`src/rtl/spi_axi_lite_burst_master.sv`:
```
// -----------------------------------------------------------------------------
// spi_axi_lite_burst_master
//
// Master side of the SPI-to-AXI-lite bridge. It takes decoded SPI commands
// that are already in the clk_i domain and runs them as AXI-lite transfers.
// One command becomes len+1 single-beat transfers. The address increases by
// DataWidth/8 after each beat and wraps modulo 2**AddrWidth.
//
// Ports
//   clk_i, rst_ni                  clock, asynchronous active-low reset
//   cmd_valid_i/cmd_ready_o        command handshake (ready only in IDLE)
//   cmd_write_i, cmd_addr_i        burst direction, aligned start byte address
//   cmd_len_i                      beats minus one
//   wdata_valid_i/wdata_ready_o    write data beat handshake, wdata_i
//   rdata_valid_o/rdata_ready_i    read data beat handshake, rdata_o
//   done_o                         one-cycle pulse at the end of a command
//   err_o, err_clr_i               sticky SLVERR/DECERR (or timeout) flag, clear
//   beats_o                        beats completed in the current/last command
//   timeout_o                      sticky watchdog flag
//   axi_lite_req_o/axi_lite_rsp_i  AXI-lite master request/response
//
// Optional feature
//   SPI_AXI_LITE_TIMEOUT_EN: when defined, a watchdog counts cycles in which an
//   AXI valid/ready is waiting for its handshake. It sets timeout_o and err_o
//   after TimeoutCycles. When undefined, timeout_o is tied low.
// -----------------------------------------------------------------------------

package spi_axi_lite_burst_master_pkg;
  // Default 32-bit AXI-lite channel structs. Parents with other widths
  // pass their own types through the type parameters.
  typedef struct packed {
    logic [31:0] addr;
    logic [2:0]  prot;
  } ax_32_t;

  typedef struct packed {
    logic [31:0] data;
    logic [3:0]  strb;
  } w_32_t;

  typedef struct packed {
    logic [1:0] resp;
  } b_32_t;

  typedef struct packed {
    logic [31:0] data;
    logic [1:0]  resp;
  } r_32_t;

  typedef struct packed {
    ax_32_t aw;
    logic   aw_valid;
    w_32_t  w;
    logic   w_valid;
    logic   b_ready;
    ax_32_t ar;
    logic   ar_valid;
    logic   r_ready;
  } req_32_t;

  typedef struct packed {
    logic   aw_ready;
    logic   w_ready;
    b_32_t  b;
    logic   b_valid;
    logic   ar_ready;
    r_32_t  r;
    logic   r_valid;
  } rsp_32_t;
endpackage

module spi_axi_lite_burst_master #(
  parameter type         axi_lite_req_t = spi_axi_lite_burst_master_pkg::req_32_t,
  parameter type         axi_lite_rsp_t = spi_axi_lite_burst_master_pkg::rsp_32_t,
  parameter int unsigned AddrWidth      = 32,
  parameter int unsigned DataWidth      = 32,
  parameter int unsigned LenWidth       = 8,
  parameter int unsigned TimeoutCycles  = 1024
) (
  input  logic                 clk_i,
  input  logic                 rst_ni,
  input  logic                 cmd_valid_i,
  output logic                 cmd_ready_o,
  input  logic                 cmd_write_i,
  input  logic [AddrWidth-1:0] cmd_addr_i,
  input  logic [LenWidth-1:0]  cmd_len_i,
  input  logic                 wdata_valid_i,
  output logic                 wdata_ready_o,
  input  logic [DataWidth-1:0] wdata_i,
  output logic                 rdata_valid_o,
  input  logic                 rdata_ready_i,
  output logic [DataWidth-1:0] rdata_o,
  output logic                 done_o,
  output logic                 err_o,
  input  logic                 err_clr_i,
  output logic [LenWidth:0]    beats_o,
  output logic                 timeout_o,
  output axi_lite_req_t        axi_lite_req_o,
  input  axi_lite_rsp_t        axi_lite_rsp_i
);

  localparam int unsigned ByteStep = DataWidth / 8;

  typedef enum logic [2:0] {
    ST_IDLE,
    ST_WR_DATA,
    ST_WR_ADDR,
    ST_WR_RESP,
    ST_RD_ADDR,
    ST_RD_DATA,
    ST_RD_OUT,
    ST_DONE
  } state_e;

  state_e               r_state;
  state_e               w_state_nxt;
  logic [AddrWidth-1:0] r_addr;
  logic [LenWidth-1:0]  r_len;
  logic [DataWidth-1:0] r_wdata;
  logic [DataWidth-1:0] r_rdata;
  logic [LenWidth:0]    r_beats;
  logic                 r_aw_valid;
  logic                 r_w_valid;
  logic                 r_err;

  logic w_last;
  logic w_b_hs;
  logic w_r_hs;
  logic w_out_hs;
  logic w_beat_done;
  logic w_err_set;
  logic w_to_set;

  // The beat counter has not been bumped yet for the beat in flight, so the
  // last beat is the one that starts with beats == len.
  assign w_last      = (r_beats == {1'b0, r_len});
  assign w_b_hs      = (r_state == ST_WR_RESP) && axi_lite_rsp_i.b_valid;
  assign w_r_hs      = (r_state == ST_RD_DATA) && axi_lite_rsp_i.r_valid;
  assign w_out_hs    = (r_state == ST_RD_OUT) && rdata_ready_i;
  assign w_beat_done = w_b_hs || w_out_hs;

  // A non-OKAY response never aborts the burst; it only raises the flag.
  assign w_err_set = (w_b_hs && (axi_lite_rsp_i.b.resp != 2'b00)) ||
                     (w_r_hs && (axi_lite_rsp_i.r.resp != 2'b00)) ||
                     w_to_set;

  always_comb begin
    w_state_nxt    = r_state;
    cmd_ready_o    = 1'b0;
    wdata_ready_o  = 1'b0;
    rdata_valid_o  = 1'b0;
    done_o         = 1'b0;
    axi_lite_req_o = '0;

    // Address and data come straight from registers. They only change
    // outside the state that holds the matching valid high.
    axi_lite_req_o.aw.addr  = r_addr;
    axi_lite_req_o.aw.prot  = 3'b000;
    axi_lite_req_o.aw_valid = r_aw_valid;
    axi_lite_req_o.w.data   = r_wdata;
    axi_lite_req_o.w.strb   = '1;
    axi_lite_req_o.w_valid  = r_w_valid;
    axi_lite_req_o.ar.addr  = r_addr;
    axi_lite_req_o.ar.prot  = 3'b000;

    unique case (r_state)
      ST_IDLE: begin
        cmd_ready_o = 1'b1;
        if (cmd_valid_i) begin
          w_state_nxt = cmd_write_i ? ST_WR_DATA : ST_RD_ADDR;
        end
      end
      ST_WR_DATA: begin
        wdata_ready_o = 1'b1;
        if (wdata_valid_i) begin
          w_state_nxt = ST_WR_ADDR;
        end
      end
      ST_WR_ADDR: begin
        // AW and W finish on their own; leave once neither is outstanding.
        if ((!r_aw_valid || axi_lite_rsp_i.aw_ready) &&
            (!r_w_valid  || axi_lite_rsp_i.w_ready)) begin
          w_state_nxt = ST_WR_RESP;
        end
      end
      ST_WR_RESP: begin
        axi_lite_req_o.b_ready = 1'b1;
        if (axi_lite_rsp_i.b_valid) begin
          w_state_nxt = w_last ? ST_DONE : ST_WR_DATA;
        end
      end
      ST_RD_ADDR: begin
        axi_lite_req_o.ar_valid = 1'b1;
        if (axi_lite_rsp_i.ar_ready) begin
          w_state_nxt = ST_RD_DATA;
        end
      end
      ST_RD_DATA: begin
        axi_lite_req_o.r_ready = 1'b1;
        if (axi_lite_rsp_i.r_valid) begin
          w_state_nxt = ST_RD_OUT;
        end
      end
      ST_RD_OUT: begin
        rdata_valid_o = 1'b1;
        if (rdata_ready_i) begin
          w_state_nxt = w_last ? ST_DONE : ST_RD_ADDR;
        end
      end
      ST_DONE: begin
        done_o      = 1'b1;
        w_state_nxt = ST_IDLE;
      end
      default: w_state_nxt = ST_IDLE;
    endcase
  end

  always_ff @(posedge clk_i or negedge rst_ni) begin
    if (!rst_ni) begin
      r_state    <= ST_IDLE;
      r_aw_valid <= 1'b0;
      r_w_valid  <= 1'b0;
      r_beats    <= '0;
      r_err      <= 1'b0;
      r_rdata    <= '0;
    end else begin
      r_state <= w_state_nxt;

      if (r_state == ST_IDLE && cmd_valid_i) begin
        r_beats <= '0;
      end else if (w_beat_done) begin
        r_beats <= r_beats + {{LenWidth{1'b0}}, 1'b1};
      end

      // AW and W are raised together and each drops on its own handshake.
      if (r_state == ST_WR_DATA && wdata_valid_i) begin
        r_aw_valid <= 1'b1;
        r_w_valid  <= 1'b1;
      end else begin
        if (axi_lite_rsp_i.aw_ready) r_aw_valid <= 1'b0;
        if (axi_lite_rsp_i.w_ready)  r_w_valid  <= 1'b0;
      end

      if (w_r_hs) begin
        r_rdata <= axi_lite_rsp_i.r.data;
      end

      // If a new error and a clear land in the same cycle, the error wins.
      if (w_err_set) begin
        r_err <= 1'b1;
      end else if (err_clr_i) begin
        r_err <= 1'b0;
      end
    end
  end

  // Burst address, length and write holding register. These are only
  // meaningful after a command is accepted, so they have no reset.
  always_ff @(posedge clk_i) begin
    if (r_state == ST_IDLE && cmd_valid_i) begin
      r_addr <= cmd_addr_i;
      r_len  <= cmd_len_i;
    end else if (w_beat_done) begin
      r_addr <= r_addr + AddrWidth'(ByteStep);
    end
    if (r_state == ST_WR_DATA && wdata_valid_i) begin
      r_wdata <= wdata_i;
    end
  end

`ifdef SPI_AXI_LITE_TIMEOUT_EN
  localparam int unsigned CntW = $clog2(TimeoutCycles + 1);

  logic [CntW-1:0] r_to_cnt;
  logic            r_timeout;
  logic            w_pending;
  logic            w_any_hs;

  // "Pending" means a valid or ready is raised and its handshake has not
  // happened this cycle.
  assign w_pending = (r_aw_valid && !axi_lite_rsp_i.aw_ready) ||
                     (r_w_valid  && !axi_lite_rsp_i.w_ready)  ||
                     ((r_state == ST_WR_RESP) && !axi_lite_rsp_i.b_valid) ||
                     ((r_state == ST_RD_ADDR) && !axi_lite_rsp_i.ar_ready) ||
                     ((r_state == ST_RD_DATA) && !axi_lite_rsp_i.r_valid);
  assign w_any_hs  = (r_aw_valid && axi_lite_rsp_i.aw_ready) ||
                     (r_w_valid  && axi_lite_rsp_i.w_ready)  ||
                     w_b_hs || w_r_hs ||
                     ((r_state == ST_RD_ADDR) && axi_lite_rsp_i.ar_ready);
  assign w_to_set  = w_pending && !w_any_hs &&
                     (r_to_cnt == CntW'(TimeoutCycles - 1));

  // The counter saturates, so a long stall flags only once. The FSM keeps
  // waiting, which stays protocol-legal.
  always_ff @(posedge clk_i or negedge rst_ni) begin
    if (!rst_ni) begin
      r_to_cnt  <= '0;
      r_timeout <= 1'b0;
    end else begin
      if (w_any_hs || !w_pending) begin
        r_to_cnt <= '0;
      end else if (r_to_cnt != CntW'(TimeoutCycles)) begin
        r_to_cnt <= r_to_cnt + {{(CntW-1){1'b0}}, 1'b1};
      end

      if (w_to_set) begin
        r_timeout <= 1'b1;
      end else if (err_clr_i) begin
        r_timeout <= 1'b0;
      end
    end
  end

  assign timeout_o = r_timeout;
`else
  assign w_to_set  = 1'b0;
  assign timeout_o = 1'b0;
`endif

  assign rdata_o = r_rdata;
  assign err_o   = r_err;
  assign beats_o = r_beats;

endmodule

```
`config.mk`:
```
export PLATFORM = sky130hd
export DESIGN_NAME = spi_axi_lite_burst_master
export DESIGN_NICKNAME = d
export VERILOG_FILES = /design/src/rtl/spi_axi_lite_burst_master.sv
export SDC_FILE = /design/constraint.sdc
export NUM_CORES = 1
export LEC_CHECK = 0
export CORE_ASPECT_RATIO = 0.9
export CORE_MARGIN = 4
export CORE_UTILIZATION = 44
export DETAILED_ROUTE_END_ITERATION = 10
export GPL_TIMING_DRIVEN = 0
export PLACE_DENSITY = 0.93
export SYNTH_ARGS = -nofsm -noshare
export SYNTH_HDL_FRONTEND = slang
export SYNTH_SLANG_ARGS = --single-unit
```
`constraint.sdc`:
```
create_clock -name clk_i -period 4.85 [get_ports clk_i]
set_input_delay 1.2125 -clock clk_i [delete_from_list [all_inputs] [get_ports clk_i]]
set_output_delay 1.2125 -clock clk_i [all_outputs]
set_load 0.05 [all_outputs]
```
* Word level (Yosys, flattened, before mapping) *
Cells that the tools add are included.

word-level totals
  bits in writable memories = 0
  register bits after elaboration = 119
  input port bits = 120
  memories kept = 0
  bits in latches = 0
  output and inout port bits = 158
  memory bits (read-only) = 0

cells by class
  multiplexer cells = 28
  divide/modulo/power cells = 0
  $mul = 0
  bitwise gates (word level) = 0
  add/sub/neg operators = 2
  reduce and logical (&&, ||, !) cells = 22
  magnitude comparators = 0
  shift-type cells = 0
  equal/unequal tests = 15

operators by type and width
  operator                                                          number
  32-bit 2-to-1 mux                                                 2
  32-bit by 3-bit adder with 32-bit output (second input constant)  1
  3-bit 2-to-1 mux                                                  9
  3-bit case mux with 8 select lines                                1
  9-bit 2-to-1 mux                                                  2
  2-bit inequality test (second input constant)                     7
  1-bit 2-to-1 mux                                                  13
  3-bit == test (second input constant)                             4
  2-bit nonzero test                                                6
  9-bit by 1-bit adder with 9-bit output (second input constant)    1
  9-bit by 8-bit == test with 1-bit output                          1
  1-bit logical AND                                                 8
  7-bit AND reduction                                               1
  3-bit by 2-bit == test with 1-bit output (second input constant)  2
  1-bit logical OR                                                  4
  3-bit by 1-bit == test with 1-bit output (second input constant)  1
  3-bit zero test                                                   1
  1-bit zero test                                                   2
  2-bit 2-to-1 mux                                                  1

* Logic depth before layout (Yosys ltp) *
Gate-level depths: netlist of run 1.

  depth after elaboration = 5
  gate-level depth with buffers = 7
  mapped depth without buffers = 5

* Worst setup path after synthesis of run 1 *
OpenSTA, ideal clock, no wires.

  path kind = register -> register
  from = reg r_state[0]
  to = reg r_addr[10], enable pin
  stages on the path, launching flop included = 6
  buffers on the path = 1
  slack = 1,971 ps
  library setup time = 388 ps
  data arrival time = 2,491 ps
  cells stage by stage = dfrtp_1 > buf_6 > nor3_2 > nand2_1 > inv_2 > or2_1

on the way
  cells in the longest elaborated chain, start to end = 4
  elaborated cells between the ends (all ways) = 8
  classes of those cells = 2 x eq/ne; 6 x reduce/logical

RTL lines
  item                                                                       line      text
  start, declared                                                            115       state_e r_state;
  start signal, assigned                                                     227       r_state <= w_state_nxt;
  3-bit by 2-bit == test with 1-bit output or 3-bit == test (tied branches)  137, 139
  1-bit logical AND, on equally long branches                                137, 139
  1-bit logical OR                                                           140       assign w_beat_done = w_b_hs || w_out_hs;
  2-bit nonzero test (no line) (*)                                           -
  end signal, assigned                                                       261       r_addr <= cmd_addr_i;
  end signal, assigned                                                       264       r_addr <= r_addr + AddrWidth'(ByteStep);
  end, declared                                                              117       logic [AddrWidth-1:0] r_addr;

Mark *: on every way between the ends. The rest lies on a longest branch, timed or not.
A chain may end at the register's enable or synchronous reset.

* Worst setup path in the final report of run 1 *
  from = reg r_state[0]
  to = out done_o

on the way
  cells in the longest elaborated chain, start to end = 2

RTL lines
  item              line  text
  3-bit == test     166   unique case (r_state)
  1-bit 2-to-1 mux  166
  end, declared     93    output logic done_o,

No other way between the ends.

==> flow_summary.json, run 1 <==
{
  "r2r_cells": 5,
  "grt_max_degree": 36,
  "post_cts_resized": 0,
  "ys_ff_latch": 119,
  "synth_flop_cell": "edfxtp_1",
  "relSlewSlack_pct": 12.9,
  "final-hold-violation-count": 0,
  "vdd_drop_max_uv": 583,
  "drtAntennaViolNets": 0,
  "fin_tns_setup_ps": 0,
  "syn_area_um2": 5570,
  "fin_nets": 869,
  "cts_buffers": 17,
  "initial_core_util_pct": 45.6,
  "drv_cap": 0,
  "synth_edf_count": 72,
  "cts-root-buf": "clkbuf_16",
  "startpoint_type": "register",
  "wl_um": 16400,
  "yosysWarningCount": 0,
  "htreeDepth": 4,
  "hp-class": "register to register",
  "yosysUniqueCellTypes": 44,
  "hpwl_um": 12500,
  "num_antenna_cells": 0,
  "hold_end": "rdata_o[1]$_DFFE_PN0P_",
  "holdBufCountCts": 0,
  "dp_cells": 888,
  "final_cells": 919,
  "clk_pin_slew_ps": 50,
  "die_y_um": 115,
  "crit_required_ps": 3640,
  "dr.pass1.iters": 6,
  "fin_crit_sh_pct": 74.1,
  "fmax_mhz": 278,
  "min-delay-start": "rdata_o[1]$_DFFE_PN0P_",
  "tritoncts": "built",
  "rsz0062_at_grt": "no",
  "setup_ws_ps": 1260,
  "finish.utilization_pct": 74.0,
  "clock_sinks": 119,
  "powerDensity_nw_per_um2": 588,
  "post-place-ws_ps": 1160,
  "antenna_found_initial": 0,
  "routedWlPerCell_um": 17.8,
  "cts.path.max_buffers": 2,
  "design.portCount": 278,
  "worst_slew_pin_slew_ps": 1310,
  "status": "complete, no violations",
  "critPathMaxFanout": 10,
  "place.gp.congestion": 0.857,
  "yosysSeqAreaShare_pct": 60.0,
  "drtIter0Drc": 339,
  "syn_area_per_cell_um2": 12.3,
  "place.port_buffers": 266,
  "netlist_instances": 452,
  "power_leakage_uw": 0.00351,
  "viasPerCell": 5.05,
  "hold_depth": 1,
  "clk_latency_ps": 410,
  "grt_overflow": 0,
  "r2r-start": "r_state[0]$_DFFE_PN0P_",
  "final_area_um2": 9040,
  "timing.rr.end": "r_addr[8]$_DFFE_PP_",
  "grt_pass1_wl_um": 25700,
  "die_area_um2": 14500,
  "place_area_um2": 8480,
  "vias": 4639,
  "post-route-min-period_ps": 3590,
  "final_layout_size_suffix_gt1_share_pct": 13.2,
  "coreArea_um2": 12200,
  "rows": 38,
  "slew_violations": 0,
  "finalSetupViolCount": 0,
  "post-route-drc-count": 0,
  "worst_ep_arrival_time_ps": 2380,
  "synthToLayoutAreaGrowth_pct": 62.4,
  "skew_ps": 7.20,
  "grt_pass1_vias": 4781,
  "endpoint_kind": "output port",
  "async_reset_ff_share_pct": 39.5,
  "grt.total_usage_pct": 22.8,
  "critical_path_class": "register to output port",
  "die_w_um": 127,
  "postCtsSetupBuffers": 0,
  "rrSetupSlack_ps": 2110
}
==> cell usage in the layout (no fill, tap or decap), types with 16 or more instances in the layout <==
master	Yosys	final
clkdlybuf4s50_1	0	265
dfrtp_1	47	47
buf_4	45	45
nand2_1	50	50
nor2_1	22	22
nand3_1	18	18
o21ai_1	28	28
xor2_1	24	24
xnor2_1	16	16
mux2_1	32	32
edfxtp_1	72	72
clkbuf_16	0	17
==> how the worst max path moves through the flow <==
stage,slack (ps),end,from
6_report,1260,done_o,r_state[0]$_DFFE_PN0P_
5_1_grt,1140,done_o,r_state[0]$_DFFE_PN0P_
4_1_cts,1280,done_o,r_state[0]$_DFFE_PN0P_
3_5_place_dp,1160,r_addr[20]$_DFFE_PP_,cmd_valid_i
3_3_place_gp,1220,r_addr[13]$_DFFE_PP_,cmd_valid_i
2_1_floorplan,1970,r_addr[10]$_DFFE_PP_,r_state[0]$_DFFE_PN0P_
==> cells in the mapped netlist, types with 4 or more instances <==
library cell | n | area, µm²
edfxtp_1 | 72 | 2160
nand2_1 | 50 | 188
dfrtp_1 | 47 | 1180
buf_4 | 45 | 338
mux2_1 | 32 | 360
o21ai_1 | 28 | 140
xor2_1 | 24 | 210
nor2_1 | 22 | 82.6
nand3_1 | 18 | 90.1
xnor2_1 | 16 | 140
a21oi_1 | 10 | 50.1
buf_2 | 10 | 50.1
nand4_1 | 10 | 62.6
and3_1 | 8 | 50.1
inv_1 | 7 | 26.3
buf_6 | 4 | 45.0
o211ai_1 | 4 | 30.0
==> layer usage <==
metal / GRT usage [%] / up-vias / routed length (µm)
li1: - / 2135 / -
met2: 40.9 / 282 / 8600
met1: 24.4 / 2180 / 5810
met3: 7.88 / 42 / 1510
met4: 10.3 / 0 / 446
met5: 0 / - / 0
==> power breakdown <==
part | total (µW) | switching, µW | internal (µW)
Combinational | 2520 | 1620 | 903
Sequential | 1610 | 223 | 1390
Clock | 1190 | 444 | 745
Total | 5320 | 2280 | 3040
==> area by class of cell <==
type,instances,area [µm²]
timing repair buffer,267,2680
clock inverter,14,136
clock buffer,17,425
sequential,119,3340
fill,743,3180
inverter,8,30.0
multi-input combinational,274,1800
buffer,60,437
tap,160,200
==> sequential cells by signal (all words and copies together), names as in the netlist <==
signal      flops
err_o           1
rdata_o        32
r_len           8
r_state         3
r_aw_valid      1
r_addr         32
r_w_valid       1
r_wdata        32
beats_o         9
==> logic make-up (layout without fill, tap and decap cells) <==
kind of cell | Yosys count | after routing | share of synthesized area (%)
buffers and inverters | 68 | 366 | 8.38
AO/OA/AOI/OAI | 52 | 52 | 5.37
XOR/XNOR | 40 | 40 | 6.29
multiplexers | 34 | 34 | 6.83
flip-flops | 119 | 119 | 60.0
other | 2 | 11 | 0.135
AND/OR/NAND/NOR | 135 | 135 | 12.6
adder cells (fa/ha/maj) | 2 | 2 | 0.449
==> worst max-delay path, stage by stage, from the launching register on <==
cell and delay, ps:
dfrtp_1 340, buf_6 130, clkbuf_1 340, nand2_1 120, nor2_1 180, clkdlybuf4s50_1 850
==> stage by stage <==
stage / hold slack, ps / total power, µW
final: 493 / 5320
after global routing: 507 / 5550
after CTS: 496 / 5350
after detailed placement: 482 / 4140
after global placement: 473 / 4060
after floorplan: 467 / 3240
(Power assumes the default switching activity.)
==> run 2: changes to the inputs <==
CORE_UTILIZATION = 37   (was 44)
PLACE_DENSITY = 0.84   (was 0.93)
clock period = 3 ns   (was 4.85 ns; I/O delays follow)
==> run 2 against run 1 <==
Compared with the run above: highest routed layer unchanged; largest cell class unchanged; die area grew 18%; non-clock buffer count is the same; design area increased by 0.46%.
==> flow_summary.json, run 2 (synthesis gave the netlist of run 1 again) <==
{
  "relSlewSlack_pct": 22.4,
  "power_leakage_uw": 0.00354,
  "drtIter0Drc": 269,
  "final_common_cell": "clkdlybuf4s50_1",
  "htreeDepth": 4,
  "worst_ep_arrival_time_ps": 2130,
  "holdBufCountCts": 0,
  "die_y_um": 124,
  "drv_cap": 0,
  "worst_slew_pin_slew_ps": 1160,
  "rsz0062_at_grt": "no",
  "coreArea_um2": 14700,
  "dr.pass1.iters": 5,
  "crit_required_ps": 2250,
  "startpoint_type": "register",
  "die_w_um": 137,
  "fmax_mhz": 347,
  "seq_area_um2": 3340,
  "drtAntennaViolNets": 0,
  "synthToLayoutAreaGrowth_pct": 63.1,
  "p_total_uw": 8510,
  "critPathMaxFanout": 10,
  "die_area_um2": 17100,
  "antenna_found_initial": 0,
  "finalSetupViolCount": 0,
  "vias": 4494,
  "hp-class": "input port to async pin",
  "tritoncts": "built",
  "place.port_buffers": 266,
  "final-hold-violation-count": 0,
  "cts_buffers": 17,
  "rows": 42,
  "endpoint_kind": "output port",
  "place.gp.congestion": 0.830,
  "grt_pass1_wl_um": 24200,
  "multi_input_area_um2": 1800,
  "wl_um": 15600,
  "grt_pass1_vias": 4549,
  "fillCellCount": 1189,
  "slew_violations": 0,
  "cts-root-buf": "clkbuf_16",
  "final_layout_size_suffix_gt1_share_pct": 13.4,
  "design.portCount": 278,
  "clk_latency_ps": 410,
  "clock_sinks": 119,
  "routedWlPerCell_um": 16.3,
  "fin_nets": 869,
  "num_antenna_cells": 0,
  "cts.path.max_buffers": 2,
  "timing.hold.ws_ps": 211,
  "critical_path_class": "register to output port",
  "powerDensity_nw_per_um2": 937,
  "hpwl_um": 11900,
  "grt_max_degree": 39,
  "post-route-min-period_ps": 2880,
  "grt_overflow": 0,
  "status": "complete, no violations",
  "viasPerCell": 4.69,
  "skew_ps": 11.3,
  "finish.utilization_pct": 61.7,
  "grt.total_usage_pct": 18.2,
  "post-route-drc-count": 0,
  "mostFrequentLayoutCells": "clkdlybuf4s50_1 (261), edfxtp_1 (72), nand2_1 (50)",
  "postCtsSetupBuffers": 0,
  "vdd_drop_max_uv": 650,
  "initial_core_util_pct": 37.8,
  "fin_crit_sh_pct": 96.0,
  "clk_pin_slew_ps": 60
}
==> run 2: changes by cell type in the layout (fill, tap and decap cells not counted) <==
cell	before	now
clkdlybuf4s50_1	265	261
bufinv_16	2	1
dlymetal6s2s_1	0	1
inv_6	0	1
dlygate4sd2_1	0	3
clkinv_2	5	3
or2_1	1	0
clkinv_4	2	5
or2_2	0	1
==> run 2: final timing paths <==
path / start / to / slack, ps / cells past startpoint
setup / recovery: r_state[0]$_DFFE_PN0P_ / axi_lite_req_o[1] / 120 / 4
hold / removal: rst_ni / beats_o[1]$_DFFE_PN0P_ / 210 / 1
setup reg to reg: r_state[1]$_DFFE_PN0P_ / r_wdata[21]$_DFFE_PP_ / 660 / 5
hold reg to reg: rdata_o[8]$_DFFE_PN0P_ / rdata_o[8]$_DFFE_PN0P_ / 490 / 1
max in group asynchronous: rst_ni / r_w_valid$_DFFE_PN0P_ / 2310 / 2
min in group clk_i: rdata_o[8]$_DFFE_PN0P_ / rdata_o[8]$_DFFE_PN0P_ / 490 / 1
==> run 2: power breakdown <==
| group | internal, µW | switching [µW] | leakage (µW) |
|---|---|---|---|
| clock | 1140 | 764 | 0.000263 |
| combinational | 1460 | 2580 | 0.00204 |
| sequential | 2240 | 342 | 0.00123 |
| total | 4830 | 3680 | 0.00354 |
==> run 2: layout make-up <==
type	count	area share [%]
plain buffers	60	4.81
clock buffers	17	4.68
clock inverters	15	1.45
inverters	8	0.331
multi-input cells	274	19.8
flip-flops and latches	119	36.8
well taps	198	2.73
repair buffers	267	29.5
==> run 2: through the flow <==
stage	std cells	cell area [µm²]	setup slack (ps)	setup TNS, ps
final	958	9080	119	0
after global placement	925	8510	-243	-18070
after CTS	958	9080	42.5	0
after floorplan	461	5600	121	0
after global routing	958	9080	22.9	0
after detailed placement	926	8530	-291	-8690
==> run 2: timing repair <==
action | 4_1_cts | 5_1_grt
endpoints found under the hold margin | 0 | 0
endpoints found under the setup margin | 3 | 1
gates resized for setup | 3 | 1
==> run 2: layer usage <==
| metal | wire length (µm) | vias to the layer above | track usage, % |
|---|---|---|---|
| met3 | 1590 | 17 | 7.43 |
| li1 | - | 2136 | - |
| met2 | 7780 | 213 | 30.5 |
| met5 | 0 | - | 0 |
| met4 | 191 | 0 | 5.16 |
| met1 | 6020 | 2128 | 21.3 |
==> run 2: critical path, stage by stage, from the launching register on <==
cell	delay, ps
dfrtp_1	370
buf_6	130
clkbuf_1	190
nor2_1	190
clkdlybuf4s50_1	840
